**config.mk**
```make
export PLATFORM = sky130hd
export DESIGN_NAME = instr_seq
export DESIGN_NICKNAME = d
export VERILOG_FILES = /design/src/rtl/instr_seq_pkg.sv /design/src/rtl/instr_seq_decode.sv /design/src/rtl/instr_seq.sv
export SDC_FILE = /design/constraint.sdc
export NUM_CORES = 1
export LEC_CHECK = 0
export ABC_AREA = 1
export ABC_CLOCK_PERIOD_IN_PS = 1300
export CAP_MARGIN = 10
export CORE_UTILIZATION = 44
export DETAILED_ROUTE_END_ITERATION = 16
export PLACE_DENSITY = 0.79
export SLEW_MARGIN = 20
export SYNTH_ARGS = -nofsm -noshare
export SYNTH_HDL_FRONTEND = slang
export SYNTH_HIERARCHICAL = 1
export SYNTH_SLANG_ARGS = --single-unit
```
**constraint.sdc**
```tcl
create_clock -name clk_i -period 1.3 [get_ports clk_i]
set_input_delay 0.195 -clock clk_i [delete_from_list [all_inputs] [get_ports clk_i]]
set_output_delay 0.195 -clock clk_i [all_outputs]
set_load 0.03 [all_outputs]
```
**src/rtl/instr_seq_pkg.sv**
```systemverilog
// Shared types and constants for the instr_seq sequencer: opcodes, FSM states,
// instruction field positions and the decode record.
package instr_seq_pkg;

  typedef enum logic [3:0] {
    OP_NOP       = 4'h0,
    OP_LDI       = 4'h1,
    OP_ALU_FIRST = 4'h2,
    OP_ALU_LAST  = 4'hE,
    OP_HALT      = 4'hF
  } opcode_e;

  typedef enum logic [2:0] {
    S_IDLE,
    S_READ,
    S_EXEC,
    S_WB,
    S_HALT
  } state_e;

  typedef enum logic [1:0] {
    K_NOP,
    K_LDI,
    K_ALU,
    K_HALT
  } kind_e;

  localparam int unsigned OPC_MSB = 15;
  localparam int unsigned OPC_LSB = 12;
  localparam int unsigned RD_MSB  = 11;
  localparam int unsigned RD_LSB  = 9;
  localparam int unsigned RS1_MSB = 8;
  localparam int unsigned RS1_LSB = 6;
  localparam int unsigned RS2_MSB = 5;
  localparam int unsigned RS2_LSB = 3;
  localparam int unsigned IMM_MSB = 7;
  localparam int unsigned IMM_LSB = 0;

  typedef struct packed {
    kind_e      kind;
    logic [2:0] rd;
    logic [2:0] rs1;
    logic [2:0] rs2;
    logic [7:0] imm;
    logic [3:0] alu_op;
  } decode_t;

  function automatic logic is_alu_op(input logic [3:0] op);
    return (op >= OP_ALU_FIRST) && (op <= OP_ALU_LAST);
  endfunction

endpackage

```
**src/rtl/instr_seq_decode.sv**
```systemverilog
// Combinational decode of a 16-bit instruction word into the decode record.
module instr_seq_decode
  import instr_seq_pkg::*;
(
  input  logic [15:0] instr_i,
  output decode_t     dec_o
);

  logic [3:0] opc;

  assign opc = instr_i[OPC_MSB:OPC_LSB];

  always_comb begin
    dec_o        = '0;
    dec_o.rd     = instr_i[RD_MSB:RD_LSB];
    dec_o.rs1    = instr_i[RS1_MSB:RS1_LSB];
    dec_o.rs2    = instr_i[RS2_MSB:RS2_LSB];
    dec_o.imm    = instr_i[IMM_MSB:IMM_LSB];
    dec_o.alu_op = opc;
    if (opc == OP_NOP) begin
      dec_o.kind = K_NOP;
    end else if (opc == OP_LDI) begin
      dec_o.kind = K_LDI;
    end else if (is_alu_op(opc)) begin
      dec_o.kind = K_ALU;
    end else begin
      dec_o.kind = K_HALT;
    end
  end

endmodule

```
**src/rtl/instr_seq.sv**
```systemverilog
// Multi-cycle instruction sequencer feeding reg_file and the 8-bit ALU.
// Optional zero flag output enabled by defining INSTR_SEQ_ZFLAG_EN.
module instr_seq
  import instr_seq_pkg::*;
#(
  parameter int unsigned ALU_LAT = 1,
  parameter int unsigned CNT_W   = 16
) (
  input  logic             clk_i,
  input  logic             rst_ni,
  input  logic             instr_valid_i,
  output logic             instr_ready_o,
  input  logic [15:0]      instr_i,
  input  logic             resume_i,
  output logic [2:0]       rs1_addr_o,
  output logic [2:0]       rs2_addr_o,
  output logic [2:0]       rd_addr_o,
  output logic [7:0]       rd_data_o,
  output logic             rd_wren_o,
  input  logic [7:0]       rs1_data_i,
  input  logic [7:0]       rs2_data_i,
  output logic [3:0]       alu_op_o,
  output logic [7:0]       alu_a_o,
  output logic [7:0]       alu_b_o,
  input  logic [7:0]       alu_result_i,
  output logic             busy_o,
  output logic             halted_o,
  output logic [CNT_W-1:0] retired_o
`ifdef INSTR_SEQ_ZFLAG_EN
  ,
  output logic             zero_o
`endif
);

  localparam logic [2:0] WaitInit = 3'(ALU_LAT - 1);

  state_e           state_q, state_d;
  logic [15:0]      instr_q;
  logic [3:0]       alu_op_q;
  logic [7:0]       alu_a_q, alu_b_q;
  logic [7:0]       rd_data_q;
  logic [2:0]       wait_q;
  logic [CNT_W-1:0] retired_q;
  logic             accept;
  logic             retire;

  decode_t dec_in;
  decode_t dec_q;

  // Incoming word steers the IDLE dispatch; the latched word drives everything after.
  instr_seq_decode u_dec_in (
    .instr_i (instr_i),
    .dec_o   (dec_in)
  );

  instr_seq_decode u_dec_q (
    .instr_i (instr_q),
    .dec_o   (dec_q)
  );

  logic unused_dec;
  assign unused_dec = ^{dec_in.rd, dec_in.rs1, dec_in.rs2, dec_q.imm, dec_q.alu_op};

  always_comb begin
    state_d = state_q;
    accept  = 1'b0;
    retire  = 1'b0;
    unique case (state_q)
      S_IDLE: begin
        if (instr_valid_i) begin
          accept = 1'b1;
          unique case (dec_in.kind)
            K_NOP:  retire = 1'b1;
            K_LDI:  state_d = S_WB;
            K_ALU:  state_d = S_READ;
            K_HALT: begin
              state_d = S_HALT;
              retire  = 1'b1;
            end
            default: state_d = S_IDLE;
          endcase
        end
      end
      S_READ: state_d = S_EXEC;
      S_EXEC: begin
        if (wait_q == 3'd0) begin
          state_d = S_WB;
        end
      end
      S_WB: begin
        retire  = 1'b1;
        state_d = S_IDLE;
      end
      S_HALT: begin
        if (resume_i) begin
          state_d = S_IDLE;
        end
      end
      default: state_d = S_IDLE;
    endcase
  end

  always_ff @(posedge clk_i or negedge rst_ni) begin
    if (!rst_ni) begin
      state_q   <= S_IDLE;
      instr_q   <= '0;
      alu_op_q  <= '0;
      alu_a_q   <= '0;
      alu_b_q   <= '0;
      rd_data_q <= '0;
      wait_q    <= '0;
      retired_q <= '0;
    end else begin
      state_q <= state_d;
      if (accept) begin
        instr_q <= instr_i;
        if (dec_in.kind == K_LDI) begin
          rd_data_q <= dec_in.imm;
        end
        if (dec_in.kind == K_ALU) begin
          alu_op_q <= dec_in.alu_op;
        end
      end
      if (state_q == S_READ) begin
        alu_a_q <= rs1_data_i;
        alu_b_q <= rs2_data_i;
        wait_q  <= WaitInit;
      end
      if (state_q == S_EXEC) begin
        if (wait_q == 3'd0) begin
          rd_data_q <= alu_result_i;
        end else begin
          wait_q <= wait_q - 3'd1;
        end
      end
      if (retire) begin
        retired_q <= retired_q + 1'b1;
      end
    end
  end

`ifdef INSTR_SEQ_ZFLAG_EN
  logic zero_q;

  always_ff @(posedge clk_i or negedge rst_ni) begin
    if (!rst_ni) begin
      zero_q <= 1'b0;
    end else if (state_q == S_WB && dec_q.kind == K_ALU) begin
      zero_q <= (rd_data_q == 8'h00);
    end
  end

  assign zero_o = zero_q;
`endif

  assign instr_ready_o = (state_q == S_IDLE);
  assign busy_o        = (state_q != S_IDLE);
  assign halted_o      = (state_q == S_HALT);
  assign rd_wren_o     = (state_q == S_WB);
  assign rs1_addr_o    = dec_q.rs1;
  assign rs2_addr_o    = dec_q.rs2;
  assign rd_addr_o     = dec_q.rd;
  assign rd_data_o     = rd_data_q;
  assign alu_op_o      = alu_op_q;
  assign alu_a_o       = alu_a_q;
  assign alu_b_o       = alu_b_q;
  assign retired_o     = retired_q;

endmodule

```
==> impl_metrics.json, run 1 <==
{
  "run_status": "finished, violations left",
  "violations_in_the_final_reports": "negative setup slack",
  "power.static_leakage_nw": 2.61,
  "finalCritPeriodShare_pct": 113,
  "remaining_drc_errors": 0,
  "timing.critical_path.fanout_max": 4,
  "timing.critical_path.from_type": "register",
  "drt_pre_antenna_iters": 4,
  "synth_warnings": 6,
  "ant_nets": 0,
  "die_height_um": 86.0,
  "final_core_util_pct": 77.2,
  "timing.hold.worst.class": "in2reg",
  "finalWeightedCongestion": 0.845,
  "tns_ns": -4.75,
  "postSynthAreaPerCell_um2": 8.45,
  "cts-root-buf": "sky130_fd_sc_hd__clkbuf_8",
  "initial_utilization_pct": 45.7,
  "detail_route.wirelength_um": 9250,
  "worst_ir_drop_vdd_mv": 1.41,
  "post_drt_wl_per_cell_um": 15.2,
  "place_hpwl_um": 5110,
  "power.sequential.fraction_pct": 26.1,
  "grt_start_max_net_pins": 60,
  "numPortBuffers": 100,
  "worst_skew_pair.late_latency_ns": 0.33,
  "rsz0062_at_grt": "yes",
  "drt_iter0_markers": 91,
  "rows": 30,
  "worstSetupPathType": "reg2out",
  "io_pins": 101,
  "syn-num-nets": 418,
  "layout-drive-gt1-share_pct": 45.4,
  "dp_worst_setup_slack_ns": -0.935,
  "p_int_mw": 6.81,
  "antenna_cells_inserted": 0,
  "antenna_found_initial": 0,
  "netSwitchingFraction_pct": 44.6,
  "slew-limit-headroom_pct": 79.1,
  "worst_slew_pin_slew_ns": 0.310,
  "crit_arrival_ns": 1.28,
  "finalNetCount": 560,
  "htree_num_levels": 3,
  "timing.reg2reg.setup_slack_ns": -0.15,
  "number_of_global_route_vias_before_repair": 3002,
  "layout_setup_ws_ns": -0.172,
  "drv.max_cap_violation_count": 0,
  "route.vias.total": 3038,
  "die_w_um": 86.0,
  "globalRoute.totalOverflow": 0,
  "comb_power_share_pct": 60.3,
  "first_pass_grt_wire_length_um": 13900,
  "p_switching_mw": 5.48,
  "cts_sinks": 59,
  "share_clk_of_total_power_pct": 13.6,
  "report.final.slew_viol_count": 0,
  "core_area_um2": 6790,
  "critPathRequiredTime_ns": 1.11,
  "setup_violation_total_in_the_final_timing_report": 59,
  "detail_route.vias_per_cell": 4.99,
  "worst_setup_hold_path_clk_slew_ns": 0.07,
  "number_of_hold_slack_violations_in_the_final_timing_report": 0,
  "clock_tree_from_tritoncts": "done",
  "power_mw": 12.3,
  "finClkSkew_ns": 0.0126,
  "groute.usage.overall_pct": 24.5,
  "synthToLayoutAreaGrowth_pct": 69.1,
  "cts_made_buffers": 9,
  "powerDensity_nw_per_um2": 2340,
  "postSynthCellCount": 367,
  "synth_area_um2": 3100,
  "maxClockFrequency_mhz": 679,
  "period_minus_slack_ns": 1.47,
  "dieArea_um2": 7390,
  "clockBufferDepth": 2,
  "crit_path_end_kind": "output pin"
}
## critical path: stages (launching register included)
cell and delay [ns]:
sky130_fd_sc_hd__dfrtp_2 0.45, sky130_fd_sc_hd__buf_6 0.14, sky130_fd_sc_hd__nor2_4 0.13, sky130_fd_sc_hd__buf_6 0.11, sky130_fd_sc_hd__buf_6 0.12
## registers in the layout (all words and copies together) (netlist names)
signal / count
retired_o: 16
instr_q: 9
alu_a_o: 8
alu_b_o: 8
rd_data_o: 8
alu_op_o: 4
state_q: 3
wait_q: 3
## stage by stage
step	area, um^2	hold slack (ns)	cells
detailed placement	4320	0.227	561
global route	5250	0.0924	609
finish	5250	0.0827	609
CTS	5070	0.0777	598
floorplan	3140	-0.101	367
global placement	4320	0.226	561
## path summary, 6_finish.rpt
path,from,to,cells after the start
worst max-delay path,state_q[1],instr_ready_o,4
worst min-delay path,instr_i[15],alu_op_o[3],3
worst max register to register,state_q[1],state_q[0],8
worst min register to register,instr_q[8],instr_q[8],2
max in group asynchronous,rst_ni,state_q[0],3
min in group asynchronous,rst_ni,instr_q[10],3
## power groups by stage
stage | logic, mW | clock network, mW | registers (mW)
floorplan | 2.47 | 0 | 4.11
global placement | 5.56 | 0 | 3.04
detailed placement | 5.66 | 0 | 3.09
CTS | 6.75 | 1.69 | 3.09
global route | 7.85 | 1.77 | 3.28
finish | 7.42 | 1.67 | 3.20
## cell usage in the layout, fill, tap and decap left out, types with 8 or more instances in the layout
cell                              instances
sky130_fd_sc_hd__mux2_2                  10
sky130_fd_sc_hd__nor2_4                   8
sky130_fd_sc_hd__buf_6                   13
sky130_fd_sc_hd__inv_2                   10
sky130_fd_sc_hd__clkdlybuf4s15_1         16
sky130_fd_sc_hd__buf_4                   41
sky130_fd_sc_hd__clkdlybuf4s50_1         38
sky130_fd_sc_hd__nand3_2                 12
sky130_fd_sc_hd__dfrtp_1                 55
sky130_fd_sc_hd__nand2_2                 22
sky130_fd_sc_hd__nor2_1                   9
sky130_fd_sc_hd__nand2_4                 16
sky130_fd_sc_hd__nand2_1                 76
sky130_fd_sc_hd__clkbuf_2                23
sky130_fd_sc_hd__inv_1                   38
sky130_fd_sc_hd__o21ai_0                  9
sky130_fd_sc_hd__buf_12                  10
sky130_fd_sc_hd__o21ai_2                  9
sky130_fd_sc_hd__clkbuf_8                10
## layer usage
metal	share of wire (%)	wire length, um	vias up	global-route usage (%)
met4	1.8	164	0	11.1
met2	55	5110	90	44.2
li1	-	-	1426	-
met3	3.9	358	19	4.91
met1	39	3620	1503	27.9
met5	0	0	-	0
## repair_timing
item / 4_1_cts / 5_1_grt
endpoints found under the hold margin: 59 / 0
resized for setup: 201 / 100
hold buffers: 1 / 0
setup endpoints to repair: 107 / 98
gates cloned: 7 / 0
buffers inserted: 14 / 12
pin swaps: 31 / 21
## layout make-up
cell class	count	area, um^2
multi-input cells	231	1710
fillers	444	1550
repair buffers	158	1540
flip-flops and latches	59	1480
inverters	50	198
clock buffers	11	141
well taps	96	120
clock inverters	4	51.3
Note: power is estimated with default switching activity, not from simulation.
==> run 2: changes to the inputs <==
- ABC_AREA: 1 -> not set
- CORE_UTILIZATION: 44 -> 43
- PLACE_DENSITY: 0.79 -> 0.78
==> run 2 against run 1 <==
Effect of this change: the run still ends with negative setup slack left; register-to-register slack got worse by 0.14 ns; sequential power down 5%; clock power about the same; combinational power shrank 22%; critical path depth rose by 6; utilization shrank 5.9 points; synthesized cell count decreased by 34%; clock skew shrank 0.0027 ns; sequential cell count unchanged; hold slack gained 0.047 ns; critical endpoint is now retired_o[5].
==> impl_metrics.json, run 2 <==
{
  "worst_slew_pin_slew_ns": 0.322,
  "finalWeightedCongestion": 0.760,
  "number_of_global_route_vias_before_repair": 2393,
  "drv.max_cap_violation_count": 0,
  "mostFrequentLayoutCell": "sky130_fd_sc_hd__dfrtp_1",
  "dp_worst_setup_slack_ns": -1.17,
  "period_minus_slack_ns": 1.75,
  "num-fill-cells": 448,
  "r2r_end": "retired_o[5]",
  "antenna_found_initial": 0,
  "worstSetupPathType": "in2reg",
  "crit_path_end_kind": "register",
  "cts_made_buffers": 9,
  "cts_sinks": 59,
  "timing.critical_path.fanout_max": 7,
  "critical_path.reg2reg.startpoint": "state_q[0]",
  "postSynthAreaPerCell_um2": 11.9,
  "timing.hold.worst.class": "in2reg",
  "die_height_um": 83.6,
  "synth_warnings": 6,
  "number_of_hold_slack_violations_in_the_final_timing_report": 0,
  "drt_pre_antenna_iters": 4,
  "detail_route.wirelength_um": 7160,
  "setup_violation_total_in_the_final_timing_report": 63,
  "rows": 29,
  "fin_worst_hold_slack_ns": 0.129,
  "synth_area_um2": 2870,
  "antenna_cells_inserted": 0,
  "clockBufferDepth": 2,
  "globalRoute.totalOverflow": 0,
  "area_occupied_by_multi_input_gates_um2": 1450,
  "violations_in_the_final_reports": "negative setup slack",
  "numPortBuffers": 100,
  "worst_skew_pair.late_latency_ns": 0.34,
  "die_w_um": 83.6,
  "slew-limit-headroom_pct": 78.5,
  "tns_ns": -15.44,
  "core_area_um2": 6390,
  "run_status": "finished, violations left",
  "route.vias.total": 2265,
  "finalNetCount": 422,
  "groute.usage.overall_pct": 21.7,
  "placedInstanceArea_um2": 4180,
  "timing.reg2reg.setup_slack_ns": -0.29,
  "final_cell_area_um2": 4560,
  "worstRegToRegCells": 6,
  "io_pins": 101,
  "htree_num_levels": 3,
  "cts-root-buf": "sky130_fd_sc_hd__clkbuf_8",
  "layout-drive-gt1-share_pct": 47.6,
  "critPathRequiredTime_ns": 1.53,
  "remaining_drc_errors": 0,
  "crit_arrival_ns": 1.98,
  "finClkSkew_ns": 0.00996,
  "first_pass_grt_wire_length_um": 11800,
  "ant_nets": 0,
  "final_core_util_pct": 71.4,
  "worst_ir_drop_vdd_mv": 1.67,
  "clock_tree_from_tritoncts": "done",
  "report.final.slew_viol_count": 0,
  "syn-num-nets": 292,
  "layout_setup_ws_ns": -0.451,
  "drt_iter0_markers": 71,
  "postSynthCellCount": 241,
  "grt_start_max_net_pins": 60,
  "dieArea_um2": 6990,
  "maxClockFrequency_mhz": 571,
  "place_hpwl_um": 4530,
  "rsz0062_at_grt": "yes",
  "synthToLayoutAreaGrowth_pct": 59.1,
  "post_drt_wl_per_cell_um": 15.8,
  "min_to": "alu_op_o[2]",
  "powerDensity_nw_per_um2": 2290,
  "timing.hold.worst_path_depth": 2,
  "seqCellArea_um2": 1480,
  "detail_route.vias_per_cell": 5.00,
  "timing.critical_path.from_type": "primary input",
  "holdCritStartpoint": "instr_i[14]",
  "finalCritPeriodShare_pct": 135,
  "worst_setup_hold_path_clk_slew_ns": 0.07,
  "power.static_leakage_nw": 2.10,
  "largest_reg_flops": 16,
  "layout_common_cells": "sky130_fd_sc_hd__dfrtp_1, sky130_fd_sc_hd__buf_4, sky130_fd_sc_hd__clkdlybuf4s50_1, sky130_fd_sc_hd__mux2_4, sky130_fd_sc_hd__clkbuf_2",
  "initial_utilization_pct": 44.9
}
[run 2: changes by cell type in the layout (fill, tap and decap cells not counted), sizes merged, moves of 3 or more]
cell,change
buf,-8
and4,+3
and2,+3
mux2,+15
nor2,-11
xor2,-5
a31oi,+6
nand3,-20
nand2,-90
o21ai,-19
xnor2,+11
inv,-44
a22o,+3
[run 2: power by group]
part | switching (mW) | internal, mW
sequential | 0.465 | 2.56
combinational | 3.06 | 2.69
clock | 0.737 | 0.927
total | 4.27 | 6.18
[run 2: final cells by class]
type,instances,area share (%)
flip-flops and latches,59,32.5
clock inverters,5,1.15
clock buffers,11,3.10
well taps,77,2.11
multi-input cells,144,31.8
inverters,6,0.494
repair buffers,151,28.9
[run 2: worst max-delay path by stage]
stage | from | endpoint | slack [ns] | cells past startpoint
after floorplan | instr_i[15] | retired_o[9] | -0.71 | 8
after global placement | instr_i[14] | retired_o[15] | -1.12 | 10
after detailed placement | instr_i[14] | retired_o[15] | -1.17 | 10
after CTS | instr_i[15] | retired_o[15] | -0.43 | 10
after global routing | instr_i[15] | retired_o[5] | -0.49 | 10
final | instr_i[15] | retired_o[5] | -0.45 | 10
[run 2: what timing repair did]
item,4_1_cts,5_1_grt
pin swaps,35,9
hold buffers,1,0
resized for setup,126,69
gates cloned,2,0
setup endpoints to repair,109,106
buffers inserted,12,4
endpoints found under the hold margin,59,0
[run 2: through the flow]
stage	total power, mW	instances
3_5_place_dp	8.72	422
6_report	10.5	453
3_3_place_gp	8.58	422
5_1_grt	11.0	453
2_1_floorplan	6.69	241
4_1_cts	10.6	453
[run 2: critical path: stages]
cell	delay (ns)
sky130_fd_sc_hd__buf_6	0.09
sky130_fd_sc_hd__or3_4	0.39
sky130_fd_sc_hd__a21boi_4	0.16
sky130_fd_sc_hd__inv_2	0.06
sky130_fd_sc_hd__ha_4	0.27
sky130_fd_sc_hd__nand4bb_4	0.14
sky130_fd_sc_hd__a211oi_4	0.23
sky130_fd_sc_hd__buf_6	0.15
sky130_fd_sc_hd__nand4_1	0.13
sky130_fd_sc_hd__xnor2_1	0.16
[run 2: layer usage]
layer	GRT usage, %	up-vias	part of all wire, %
met5	0	-	0
met4	8.32	0	1.9
met3	5.84	14	4.7
met2	35.0	68	50
met1	27.9	1109	44
li1	-	1074	-
